[config.mk]
export PLATFORM = sky130hd
export DESIGN_NAME = q_adapt_serial_flat
export DESIGN_NICKNAME = d
export VERILOG_FILES = /design/src/rtl/q_adapt_serial_pkg.sv /design/src/rtl/q_adapt_serial_if.sv /design/src/rtl/fxp_mul.sv /design/src/rtl/fxp_sub.sv /design/src/rtl/q_pair_seq.sv /design/src/rtl/q_adapt_serial.sv /design/src/flat_wrapper.sv
export SDC_FILE = /design/constraint.sdc
export NUM_CORES = 2
export LEC_CHECK = 0
export CAP_MARGIN = 20
export CELL_PAD_IN_SITES_DETAIL_PLACEMENT = 0
export CELL_PAD_IN_SITES_GLOBAL_PLACEMENT = 1
export CORE_ASPECT_RATIO = 0.9
export CORE_MARGIN = 2
export CORE_UTILIZATION = 45
export CTS_BUF_LIST = sky130_fd_sc_hd__clkbuf_4 sky130_fd_sc_hd__clkbuf_8 sky130_fd_sc_hd__clkbuf_16
export CTS_CLUSTER_DIAMETER = 150
export DETAILED_ROUTE_END_ITERATION = 12
export PLACE_DENSITY = 0.79
export SETUP_SLACK_MARGIN = 0.4
export SYNTH_ARGS = -nofsm -noshare
export SYNTH_HDL_FRONTEND = slang
export SYNTH_SLANG_ARGS = --single-unit
export TNS_END_PERCENT = 100
[constraint.sdc]
create_clock -name clk -period 19.25 [get_ports clk]
set_input_delay 3.85 -clock clk [delete_from_list [all_inputs] [get_ports clk]]
set_output_delay 3.85 -clock clk [all_outputs]
set_load 0.01 [all_outputs]
[src/rtl/q_adapt_serial_pkg.sv]
// Shared definitions for the adaptive Q estimator: mode encodings, FSM
// state constants and the saturation helper used by every datapath stage.
package q_adapt_serial_pkg;

  // Q construction modes; encoding 3 behaves like the full outer product.
  localparam logic [1:0] Q_MODE_ISO  = 2'd0;
  localparam logic [1:0] Q_MODE_DIAG = 2'd1;
  localparam logic [1:0] Q_MODE_FULL = 2'd2;

  // Sequencer states.
  localparam logic [1:0] ST_IDLE = 2'd0;
  localparam logic [1:0] ST_DIFF = 2'd1;
  localparam logic [1:0] ST_MUL  = 2'd2;
  localparam logic [1:0] ST_UPD  = 2'd3;

  // Full outer product for mode 2 and for the spare encoding 3.
  function automatic logic is_full_mode(input logic [1:0] m);
    return (m != Q_MODE_ISO) && (m != Q_MODE_DIAG);
  endfunction

  // Clamp a wide signed value into the n-bit two's-complement range.
  // Callers narrow the result to their own word width.
  function automatic logic signed [63:0] sat_wide(input logic signed [63:0] v,
                                                  input int unsigned     n);
    logic signed [63:0] hi;
    logic signed [63:0] lo;
    hi = (64'sd1 <<< (n - 1)) - 64'sd1;
    lo = -(64'sd1 <<< (n - 1));
    if (v > hi) return hi;
    if (v < lo) return lo;
    return v;
  endfunction

endpackage

[src/rtl/q_adapt_serial_if.sv]
// Request / result bundle of the adaptive Q estimator.
interface q_adapt_serial_if #(
  parameter int N   = 20,
  parameter int DIM = 2
);
  logic                    start;
  logic                    clr;
  logic [1:0]              mode;
  logic [DIM*N-1:0]        x_now;
  logic [DIM*N-1:0]        x_prev;
  logic                    busy;
  logic                    done;
  logic [DIM*DIM*N-1:0]    q_flat;

  // Requester side (KF control / testbench).
  modport master (
    output start, clr, mode, x_now, x_prev,
    input  busy, done, q_flat
  );

  // Estimator side.
  modport slave (
    input  start, clr, mode, x_now, x_prev,
    output busy, done, q_flat
  );
endinterface

[src/rtl/fxp_mul.sv]
// Saturating signed fixed-point multiplier: y = sat_N((a * b) >>> FRAC).
module fxp_mul
  import q_adapt_serial_pkg::*;
#(
  parameter int N    = 20,
  parameter int FRAC = 10
) (
  input  logic signed [N-1:0] a,
  input  logic signed [N-1:0] b,
  output logic signed [N-1:0] y
);

  function automatic logic signed [N-1:0] sat_n(input logic signed [63:0] v);
    return N'(sat_wide(v, N));
  endfunction

  logic signed [2*N-1:0] prod;

  // Full-precision product, then rescale back to the shared Q format.
  assign prod = (2*N)'(a) * (2*N)'(b);
  assign y    = sat_n(64'(prod >>> FRAC));

endmodule

[src/rtl/fxp_sub.sv]
// Saturating signed fixed-point subtractor: y = sat_N(a - b).
module fxp_sub
  import q_adapt_serial_pkg::*;
#(
  parameter int N = 20
) (
  input  logic signed [N-1:0] a,
  input  logic signed [N-1:0] b,
  output logic signed [N-1:0] y
);

  function automatic logic signed [N-1:0] sat_n(input logic signed [63:0] v);
    return N'(sat_wide(v, N));
  endfunction

  logic signed [N:0] diff;

  // One guard bit is enough to hold any difference of two N-bit words.
  assign diff = (N+1)'(a) - (N+1)'(b);
  assign y    = sat_n(64'(diff));

endmodule

[src/rtl/q_pair_seq.sv]
// Walks the (r,c) index pairs visited by the multiply phase: the diagonal
// for modes 0/1, the r-major upper triangle for the full mode.
module q_pair_seq #(
  parameter int DIM = 2,
  parameter int IW  = (DIM > 1) ? $clog2(DIM) : 1
) (
  input  logic          clk,
  input  logic          rst_n,
  input  logic          load,
  input  logic          advance,
  input  logic          full,
  output logic [IW-1:0] r,
  output logic [IW-1:0] c,
  output logic          last
);

  localparam logic [IW-1:0] LAST_IDX = IW'(DIM - 1);

  // Both sequences finish on the bottom-right element.
  assign last = (r == LAST_IDX) && (c == LAST_IDX);

  // Restart at (0,0) on load, otherwise step to the next pair.
  always_ff @(posedge clk or negedge rst_n) begin
    if (!rst_n) begin
      r <= '0;
      c <= '0;
    end else if (load) begin
      r <= '0;
      c <= '0;
    end else if (advance && !last) begin
      if (full) begin
        if (c == LAST_IDX) begin
          r <= r + 1'b1;
          c <= r + 1'b1;
        end else begin
          c <= c + 1'b1;
        end
      end else begin
        r <= r + 1'b1;
        c <= c + 1'b1;
      end
    end
  end

endmodule

[src/rtl/q_adapt_serial.sv]
// Adaptive process-noise estimator. Forms dx = now - prev one component per
// cycle, builds the Q products on a single shared multiplier, shapes them
// per mode and optionally smooths the result with a power-of-two EMA.
module q_adapt_serial
  import q_adapt_serial_pkg::*;
#(
  parameter int N        = 20,
  parameter int FRAC     = 10,
  parameter int DIM      = 2,
  parameter int ALPHA_SH = 0
) (
  input  logic          clk,
  input  logic          rst_n,
  q_adapt_serial_if.slave bus
);

  localparam int IW = (DIM > 1) ? $clog2(DIM) : 1;
  localparam int LG = $clog2(DIM);
  localparam int AW = N + LG;

  typedef logic signed [N-1:0] word_t;

  function automatic word_t sat_n(input logic signed [63:0] v);
    return N'(sat_wide(v, N));
  endfunction

  logic [1:0]        state;
  logic              busy_q;
  logic              done_q;
  logic              seeded;
  logic [1:0]        mode_l;
  logic [DIM*N-1:0]  now_l;
  logic [DIM*N-1:0]  prev_l;
  logic [IW-1:0]     diff_idx;

  word_t now_w  [DIM];
  word_t prev_w [DIM];
  word_t dx     [DIM];
  word_t raw    [DIM][DIM];
  word_t q      [DIM*DIM];
  word_t q_next [DIM*DIM];

  word_t         sub_y;
  word_t         mul_y;
  logic [IW-1:0] seq_r;
  logic [IW-1:0] seq_c;
  logic          seq_last;

  // Unpack the latched input vectors and pack Q for the output bus.
  for (genvar i = 0; i < DIM; i++) begin : g_unpack
    assign now_w[i]  = now_l[i*N +: N];
    assign prev_w[i] = prev_l[i*N +: N];
  end

  for (genvar k = 0; k < DIM*DIM; k++) begin : g_pack
    assign bus.q_flat[k*N +: N] = q[k];
  end

  assign bus.busy = busy_q;
  assign bus.done = done_q;

  // Single time-shared subtractor and multiplier.
  fxp_sub #(.N(N)) u_sub (
    .a (now_w[diff_idx]),
    .b (prev_w[diff_idx]),
    .y (sub_y)
  );

  fxp_mul #(.N(N), .FRAC(FRAC)) u_mul (
    .a (dx[seq_r]),
    .b (dx[seq_c]),
    .y (mul_y)
  );

  q_pair_seq #(.DIM(DIM), .IW(IW)) u_seq (
    .clk     (clk),
    .rst_n   (rst_n),
    .load    (state != ST_MUL),
    .advance (state == ST_MUL),
    .full    (is_full_mode(mode_l)),
    .r       (seq_r),
    .c       (seq_c),
    .last    (seq_last)
  );

  logic signed [AW-1:0] acc;
  word_t                avg;
  word_t                rm;
  logic signed [N:0]    dlt;
  logic signed [N+1:0]  nxt;

  // Shape the raw products per mode and apply the EMA to get next Q.
  always_comb begin
    // NOTE: every variable gets a value before any branch so no latch is inferred.
    acc = '0;
    avg = '0;
    rm  = '0;
    dlt = '0;
    nxt = '0;
    for (int k = 0; k < DIM*DIM; k++) q_next[k] = q[k];

    for (int i = 0; i < DIM; i++) acc = acc + AW'(raw[i][i]);
    avg = sat_n(64'(acc >>> LG));

    for (int r = 0; r < DIM; r++) begin
      for (int c = 0; c < DIM; c++) begin
        if (is_full_mode(mode_l)) rm = (r <= c) ? raw[r][c] : raw[c][r];
        else if (r == c)          rm = (mode_l == Q_MODE_ISO) ? avg : raw[r][c];
        else                      rm = '0;

        if (!seeded || ALPHA_SH == 0) begin
          q_next[r*DIM+c] = rm;
        end else begin
          dlt = (N+1)'(rm) - (N+1)'(q[r*DIM+c]);
          nxt = (N+2)'(q[r*DIM+c]) + (N+2)'(dlt >>> ALPHA_SH);
          q_next[r*DIM+c] = sat_n(64'(nxt));
        end
      end
    end
  end

  // Job sequencer: latch, subtract, multiply, publish; clr aborts anything.
  always_ff @(posedge clk or negedge rst_n) begin
    // NOTE: state is written with <= so every reader sees the pre-edge value.
    if (!rst_n) begin
      state    <= ST_IDLE;
      busy_q   <= 1'b0;
      done_q   <= 1'b0;
      seeded   <= 1'b0;
      mode_l   <= '0;
      now_l    <= '0;
      prev_l   <= '0;
      diff_idx <= '0;
      // NOTE: the small working arrays are reset too, so no register ever holds an unknown.
      for (int i = 0; i < DIM; i++) begin
        dx[i] <= '0;
        for (int j = 0; j < DIM; j++) raw[i][j] <= '0;
      end
      for (int k = 0; k < DIM*DIM; k++) q[k] <= '0;
    end else if (bus.clr) begin
      state  <= ST_IDLE;
      busy_q <= 1'b0;
      done_q <= 1'b0;
      seeded <= 1'b0;
      for (int k = 0; k < DIM*DIM; k++) q[k] <= '0;
    end else begin
      done_q <= 1'b0;
      case (state)
        ST_IDLE: begin
          if (bus.start) begin
            now_l    <= bus.x_now;
            prev_l   <= bus.x_prev;
            mode_l   <= bus.mode;
            diff_idx <= '0;
            busy_q   <= 1'b1;
            state    <= ST_DIFF;
          end
        end
        ST_DIFF: begin
          dx[diff_idx] <= sub_y;
          if (diff_idx == IW'(DIM - 1)) state <= ST_MUL;
          else                          diff_idx <= diff_idx + 1'b1;
        end
        ST_MUL: begin
          raw[seq_r][seq_c] <= mul_y;
          if (seq_last) state <= ST_UPD;
        end
        ST_UPD: begin
          for (int k = 0; k < DIM*DIM; k++) q[k] <= q_next[k];
          seeded <= 1'b1;
          done_q <= 1'b1;
          busy_q <= 1'b0;
          state  <= ST_IDLE;
        end
        default: state <= ST_IDLE;
      endcase
    end
  end

endmodule

[src/flat_wrapper.sv]
// flat-port wrapper written by rule: the top's interface ports become plain ports
module q_adapt_serial_flat import q_adapt_serial_pkg::*;
#(
  parameter int N        = 20,
  parameter int FRAC     = 10,
  parameter int DIM      = 2,
  parameter int ALPHA_SH = 0
)
  (clk, rst_n, bus_start, bus_clr, bus_mode, bus_x_now, bus_x_prev, bus_busy, bus_done, bus_q_flat);
  q_adapt_serial_if #(.N(N), .DIM(DIM)) bus_i ();
  input  logic clk;
  input  logic rst_n;
  input wire logic [$bits(bus_i.start)-1:0] bus_start;
  input wire logic [$bits(bus_i.clr)-1:0] bus_clr;
  input wire logic [$bits(bus_i.mode)-1:0] bus_mode;
  input wire logic [$bits(bus_i.x_now)-1:0] bus_x_now;
  input wire logic [$bits(bus_i.x_prev)-1:0] bus_x_prev;
  output wire logic [$bits(bus_i.busy)-1:0] bus_busy;
  output wire logic [$bits(bus_i.done)-1:0] bus_done;
  output wire logic [$bits(bus_i.q_flat)-1:0] bus_q_flat;
  assign bus_i.start = bus_start;
  assign bus_i.clr = bus_clr;
  assign bus_i.mode = bus_mode;
  assign bus_i.x_now = bus_x_now;
  assign bus_i.x_prev = bus_x_prev;
  assign bus_busy = bus_i.busy;
  assign bus_done = bus_i.done;
  assign bus_q_flat = bus_i.q_flat;
  q_adapt_serial #(.N(N), .FRAC(FRAC), .DIM(DIM), .ALPHA_SH(ALPHA_SH)) u_core (.clk(clk), .rst_n(rst_n), .bus(bus_i));
endmodule
After elaboration in Yosys (flattened, before gate mapping)
Cells that the tools add are included.

cells by class
  multipliers = 1
  order comparisons = 12
  add/sub/neg operators = 5
  multiplexer cells = 69
  equality and inequality tests = 10
  reductions and logical operators = 21
  bitwise logic cells = 4

operators by type and width
  cell                                                              number
  two-way mux 20 bit                                                31
  two-way mux 80 bit                                                2
  bitwise mux 80 bit                                                1
  bitwise mux 40 bit                                                1
  demux 20 bit (select 1 bit)                                       2
  demux 40 bit (select 1 bit)                                       1
  multiplier 20 x 20 -> 40 bit                                      1
  two-way mux 40 bit                                                1
  greater-than comparator 30 x 20 -> 1 bit (second input constant)  1
  < comparator 30 x 20 -> 1 bit (second input constant)             1
  two-way mux 1 bit                                                 23
  adder 20 x 20 -> 21 bit                                           1
  greater-than comparator 21 x 20 -> 1 bit (second input constant)  1
  < comparator 21 x 20 -> 1 bit (second input constant)             1
  subtractor 20 x 20 -> 21 bit                                      1
  greater-than comparator 20 bit (second input constant)            1
  < comparator 20 bit (second input constant)                       1
  inequality test 3 x 2 -> 1 bit (second input constant)            3
  AND reduction 3 bit                                               3
  two-way mux 2 bit                                                 4
  case mux 2 bit (4 select lines)                                   1
  AND reduction 2 bit                                               4
  nonzero test 2 bit                                                4
  >= comparator 2 bit (second input constant)                       3
  14 further kinds                                                  29

storage, ports and cells
  bits of input ports = 86
  output and inout port bits = 82
  bits in registers = 289
  word-level logic and storage cells = 141

Logic depth before layout (Yosys ltp)
  depth after elaboration = 11
  gate-level depth with buffers = 33
  depth with buffers taken out = 28

Modules after synthesis
Synthesis repeated with hierarchy kept, for this count alone.

second synthesis, totals
  cell total of the unflattened synthesis = 2960
  area total of the unflattened synthesis = 29298.1 µm²

modules (own cells, without submodules)
  module          area each (µm²)  instances  cells each  seq. area each (µm²)
  fxp_mul         15803.9          1          1802        0.0
  q_adapt_serial  11519.8          1          880         6180.9
  fxp_sub         1875.5           1          267         0.0
  q_pair_seq      98.8             1          11          50.0

Worst setup path before layout
No wires, ideal clock.

  path kind = flip-flop to flip-flop
  start point = register u_core.u_seq.c
  end point = register u_core.raw[73] (netlist name)
  buffers on the path = 5
  data required time = 19121 ps
  period minus slack after synthesis = 8754 ps
  stages on the path, launching flop included = 31
  setup time = 129 ps
  data arrival time = 8625 ps
  path slack = 10496 ps
  path through = dfrtp_1 -> buf_2 -> buf_1 -> buf_1 -> mux2i_1 -> nor2_1 -> fa_1 -> inv_1 -> fa_1 -> fa_1 -> inv_1 -> fa_1 -> fa_1 -> fa_1 -> inv_1 -> fa_1 -> inv_1 -> ha_1 -> clkbuf_1 -> a21o_1 -> a21o_1 -> a21oi_1 -> o21ai_0 -> a221o_1 -> o211a_1 -> o22ai_1 -> or3b_2 -> nand4b_4 -> o21ai_2 -> buf_2 -> a21oi_1

between the ends
  cells in the longest elaborated chain, start to end = 11
  elaborated cells on any way between the ends = 21
  classes of those cells = 1 x mul; 4 x order compare; 14 x mux; 1 x bitwise; 1 x reduce/logical

ends and longest elaborated chain
  item                                                   RTL line                                     text
  from (decl)                                            q_pair_seq.sv:13                             output logic [IW-1:0] c,
  from (signal assigned)                                 q_pair_seq.sv:34                             c <= r + 1'b1;
  from (signal assigned)                                 q_pair_seq.sv:36                             c <= c + 1'b1;
  from (signal assigned)                                 q_pair_seq.sv:40                             c <= c + 1'b1;
  NOT 1 -> 2 bit (implied by the code) (*)               q_adapt_serial.sv:71, q_adapt_serial.sv:165
  two-way mux 20 bit (implied by the code) (3 in a row)  q_adapt_serial.sv:71                         .b (dx[seq_c]),
  multiplier 20 x 20 -> 40 bit                           fxp_mul.sv:20                                assign prod = (2*N)'(a) * (2*N)'(b);
  < comparator 30 x 20 -> 1 bit                          q_adapt_serial_pkg.sv:30                     if (v < lo) return lo;
  two-way mux 1 bit (2 in a row)                         q_adapt_serial_pkg.sv:30
  two-way mux 20 bit                                     q_adapt_serial_pkg.sv:31                     return v;
  two-way mux 20 bit                                     q_adapt_serial_pkg.sv:30
  bitwise mux 80 bit (*)                                 q_adapt_serial.sv:165                        raw[seq_r][seq_c] <= mul_y;
  to (signal, indexed assignment)                        q_adapt_serial.sv:165
  to (decl)                                              q_adapt_serial.sv:39                         word_t raw [DIM][DIM];

Mark *: on every way between the ends. The rest lies on a longest branch, timed or not. The select of a mux whose other input is x is not followed.
A chain may end at the register's enable or synchronous reset.

Final worst setup path
  start point = register u_core.u_seq.r
  end point = register u_core.raw[44] (netlist name)

between the ends
  cells in the longest elaborated chain, start to end = 11
  elaborated cells on any way between the ends = 19
  classes of those cells = 1 x mul; 4 x order compare; 12 x mux; 1 x bitwise; 1 x reduce/logical

ends and longest elaborated chain
  item                                                   RTL line                                     text
  from (decl)                                            q_pair_seq.sv:12                             output logic [IW-1:0] r,
  from (signal assigned)                                 q_pair_seq.sv:33                             r <= r + 1'b1;
  from (signal assigned)                                 q_pair_seq.sv:39                             r <= r + 1'b1;
  NOT 1 -> 2 bit (implied by the code) (*)               q_adapt_serial.sv:70, q_adapt_serial.sv:165
  two-way mux 20 bit (implied by the code) (3 in a row)  q_adapt_serial.sv:70                         .a (dx[seq_r]),
  multiplier 20 x 20 -> 40 bit                           fxp_mul.sv:20
  < comparator 30 x 20 -> 1 bit                          q_adapt_serial_pkg.sv:30
  two-way mux 1 bit (2 in a row)                         q_adapt_serial_pkg.sv:30
  two-way mux 20 bit                                     q_adapt_serial_pkg.sv:31
  two-way mux 20 bit                                     q_adapt_serial_pkg.sv:30
  bitwise mux 80 bit (*)                                 q_adapt_serial.sv:165

Marked as above.

==> metrics.md <==
| Metric | Value |
|---|---|
| Detailed placement HPWL | 57.7 mm |
| Crit-path leading delay family | adder cells |
| Nets | 3664 |
| CTS buffer count | 30 |
| IO buf count | 167 |
| Fill cells | 5387 |
| RSZ-0062 raised after global routing | no |
| Worst-path fanout max | 41 |
| CTS resizes | 0 |
| CP Data Arrival Time | 10.46 ns |
| Area grow syn2layout | 12.7% |
| Final Skew | 0.0679 ns |
| Max Transition Viols Final | 0 |
| Top_reg_cell synth | dfrtp_1 |
| Setup Fix Bufs, Post-CTS | 0 |
| Final period utilization | 52.3% |
| Main combinational cell family by area after synthesis | adder cells |
| Crit path top cell by count | fa_1 |
| Antenna violations before repair | 0 |
| Worst-path clk slew | 0.06 ns |
| Rows | 85 |
| Min cycle time layout | 10.07 ns |
| DRC viols | 0 |
| Total number of vias | 20600 |
| Slowest cell delay on critical path | 0.80 ns |
| Distinct cells, synth | 70 |
| Area fraction in compound gates after synthesis | 9.29% |
| Commonest non-fill, non-tap cell in the layout | inv_1 |
| Async SR Flop Fraction | 100% |
| Starting DRT DRC Count | 1318 |
| DIE HEIGHT | 238 um |
| Routed length per placed instance | 18.8 um |
| Yosys warnings | 0 |
| Total routing usage reported by global routing | 23.6% |
| Die area | 63000 um^2 |
| Avg Vias per Cell | 5.40 |
| Status | completed |
| Clk_lat worst skew | 0.61 ns |
| CTS tree | built |
| Core Area | 60100 um^2 |
| CTS Buffer Depth | 3 |
| FF+latch count, synth | 249 |
| Setup violations, final | 0 |
| Clk root buf | clkbuf_16 |
| Vias in the first global route | 22000 |
| Worst slew pin tran | 1.12 ns |
| Mapped Area | 27500 um^2 |
| Critical Path RT | 19.64 ns |
| Share of cells above drive strength 1 | 8.87% |
| CP max stage cell | o21ai_2 |
| Final wirelength | 71.8 mm |
| Post-CTS Hold Fix Bufs | 0 |
| Post-synth EDFFs | 0 |
| Pre-antenna DRT Iters | 5 |
| Adder-cell share of the synthesized area | 37.4% |
| Die width | 264 um |
| Largest net degree at the start of global routing | 90 |
| Routed Antenna Nets | 0 |
| CP bufs+invs | 6 |
| Seq. cell area | 6230 um^2 |
| Crit. End Element | flop |
| Final TNS setup | 0 ns |
| Max_cap viols | 0 |
| Commonest cells after routing, fill and taps aside | inv_1 (503), fa_1 (421), nor2_1 (343) |
| Mean area per synthesized cell | 9.50 um^2 |
| Mapped Cells | 2890 |
| Critical path class | reg -> reg |
| HP Class | reg -> reg |
| Remaining global-route overflow | 0 |
| Footprint of the multi-input gates | 18800 um^2 |
| First-pass GRT wire length | 118 mm |
| Mapped Nets | 3545 |
| Post-Synth XOR/XNOR Area | 2.01% |
| Crit start category | flop |
| GPL Wtd Cong | 0.925 |
| Clock Sinks | 249 |
| Relative slew slack | 22.9% |
| Final Hold Slack | 0.461 ns |
| Flop-to-flop setup slack | 9.18 ns |
| Seq/Total Area, Yosys | 22.7% |
| Max frequency | 0.0993 GHz |
| Starting Density | 45.7% |
| I/O pins | 168 |
| Post-synthesis mux area share | 7.76% |
| H-tree depth | 1 |
| Simple-gate area share of the yosys netlist | 11.9% |
| Final-report hold violation count | 0 |
worst paths after layout:
check	from	endpoint	depth (start not counted)
max in group asynchronous	rst_n	u_core.dx[3]	2
setup reg to reg	u_core.u_seq.r	u_core.raw[44]	26
min in group asynchronous	rst_n	u_core.bus.busy	1
hold reg to reg	u_core.bus.q_flat[62]	u_core.bus.q_flat[62]	2
setup / recovery	u_core.u_seq.r	u_core.raw[44]	26
hold / removal	u_core.bus.q_flat[62]	u_core.bus.q_flat[62]	2
final cells by class:
type                    instances  share of cell area [%]
diodes                          1                 0.00809
multi-input cells            2012                    60.7
clock inverters                10                   0.303
well taps                     783                    3.17
clock buffers                  44                    2.87
flip-flops and latches        249                    20.1
repair buffers                213                    6.68
inverters                     503                    6.10
cell families (layout without fill, tap and decap cells):
family | after synthesis | after routing
xor gates and xnor gates | 63 | 63
DFF | 249 | 249
buffers and inverters | 629 | 770
and+or+nand+nor | 774 | 774
AOI/OAI and AO/OA | 410 | 410
adders and majority gates | 569 | 569
muxes | 196 | 196
other | 0 | 1
tightest hold or removal path, cell delays in order, from the launching register on:
cell and delay, ns:
dfrtp_1 0.34, nand2_1 0.05, nand2_1 0.05
cells in the mapped netlist, drive strengths merged, types with 11 or more instances:
cell      n  area share [%]
nor2    345             4.7
and3     14            0.32
nand4    13            0.30
nand2b   17            0.39
xnor2    46             1.5
a21o     35            0.96
nor2b    16            0.36
buf      35            0.80
inv     503             6.9
nand2   292             4.0
a22o     20            0.64
mux2    136             5.6
mux2i    60             2.2
fa      421              31
dfrtp   249              23
o21bai   13            0.36
a21oi   149             2.7
clkbuf   91             1.2
xor2     17            0.54
o21a     11            0.30
nand3    17            0.31
o21ai   113             2.1
ha      148             6.7
or2      13            0.30
registers in the layout (all words and copies together), names as in the netlist:
register,flops
u_core.bus.q_flat,60
u_core.raw,60
u_core.dx,40
u_core.now_l,40
u_core.prev_l,40
u_core.mode_l,2
u_core.state,2
u_core.bus.busy,1
u_core.bus.done,1
u_core.diff_idx,1
u_core.u_seq.c,1
u_core.u_seq.r,1
stage by stage:
stage	worst slack [ns]	utilization, %	instance area, um^2	std cells
final	9.18	51.5	30900	3815
after global routing	8.59	51.5	30900	3814
after CTS	9.05	51.4	30900	3811
after detailed placement	9.17	49.8	29900	3757
after global placement	9.29	49.7	29900	3753
after floorplan	10.50	-	27500	2890
metal layers:
metal  part of all wire [%]  track usage, %  vias up
li1                       -               -     9330
met1                     44            33.0    10500
met2                     46            38.2      642
met3                    6.6            3.98      111
met4                    2.8            6.61        0
met5                      0               0        -
Power is not shown: default switching activity piles up to over one toggle a cycle in this logic, so the estimate is an artifact.
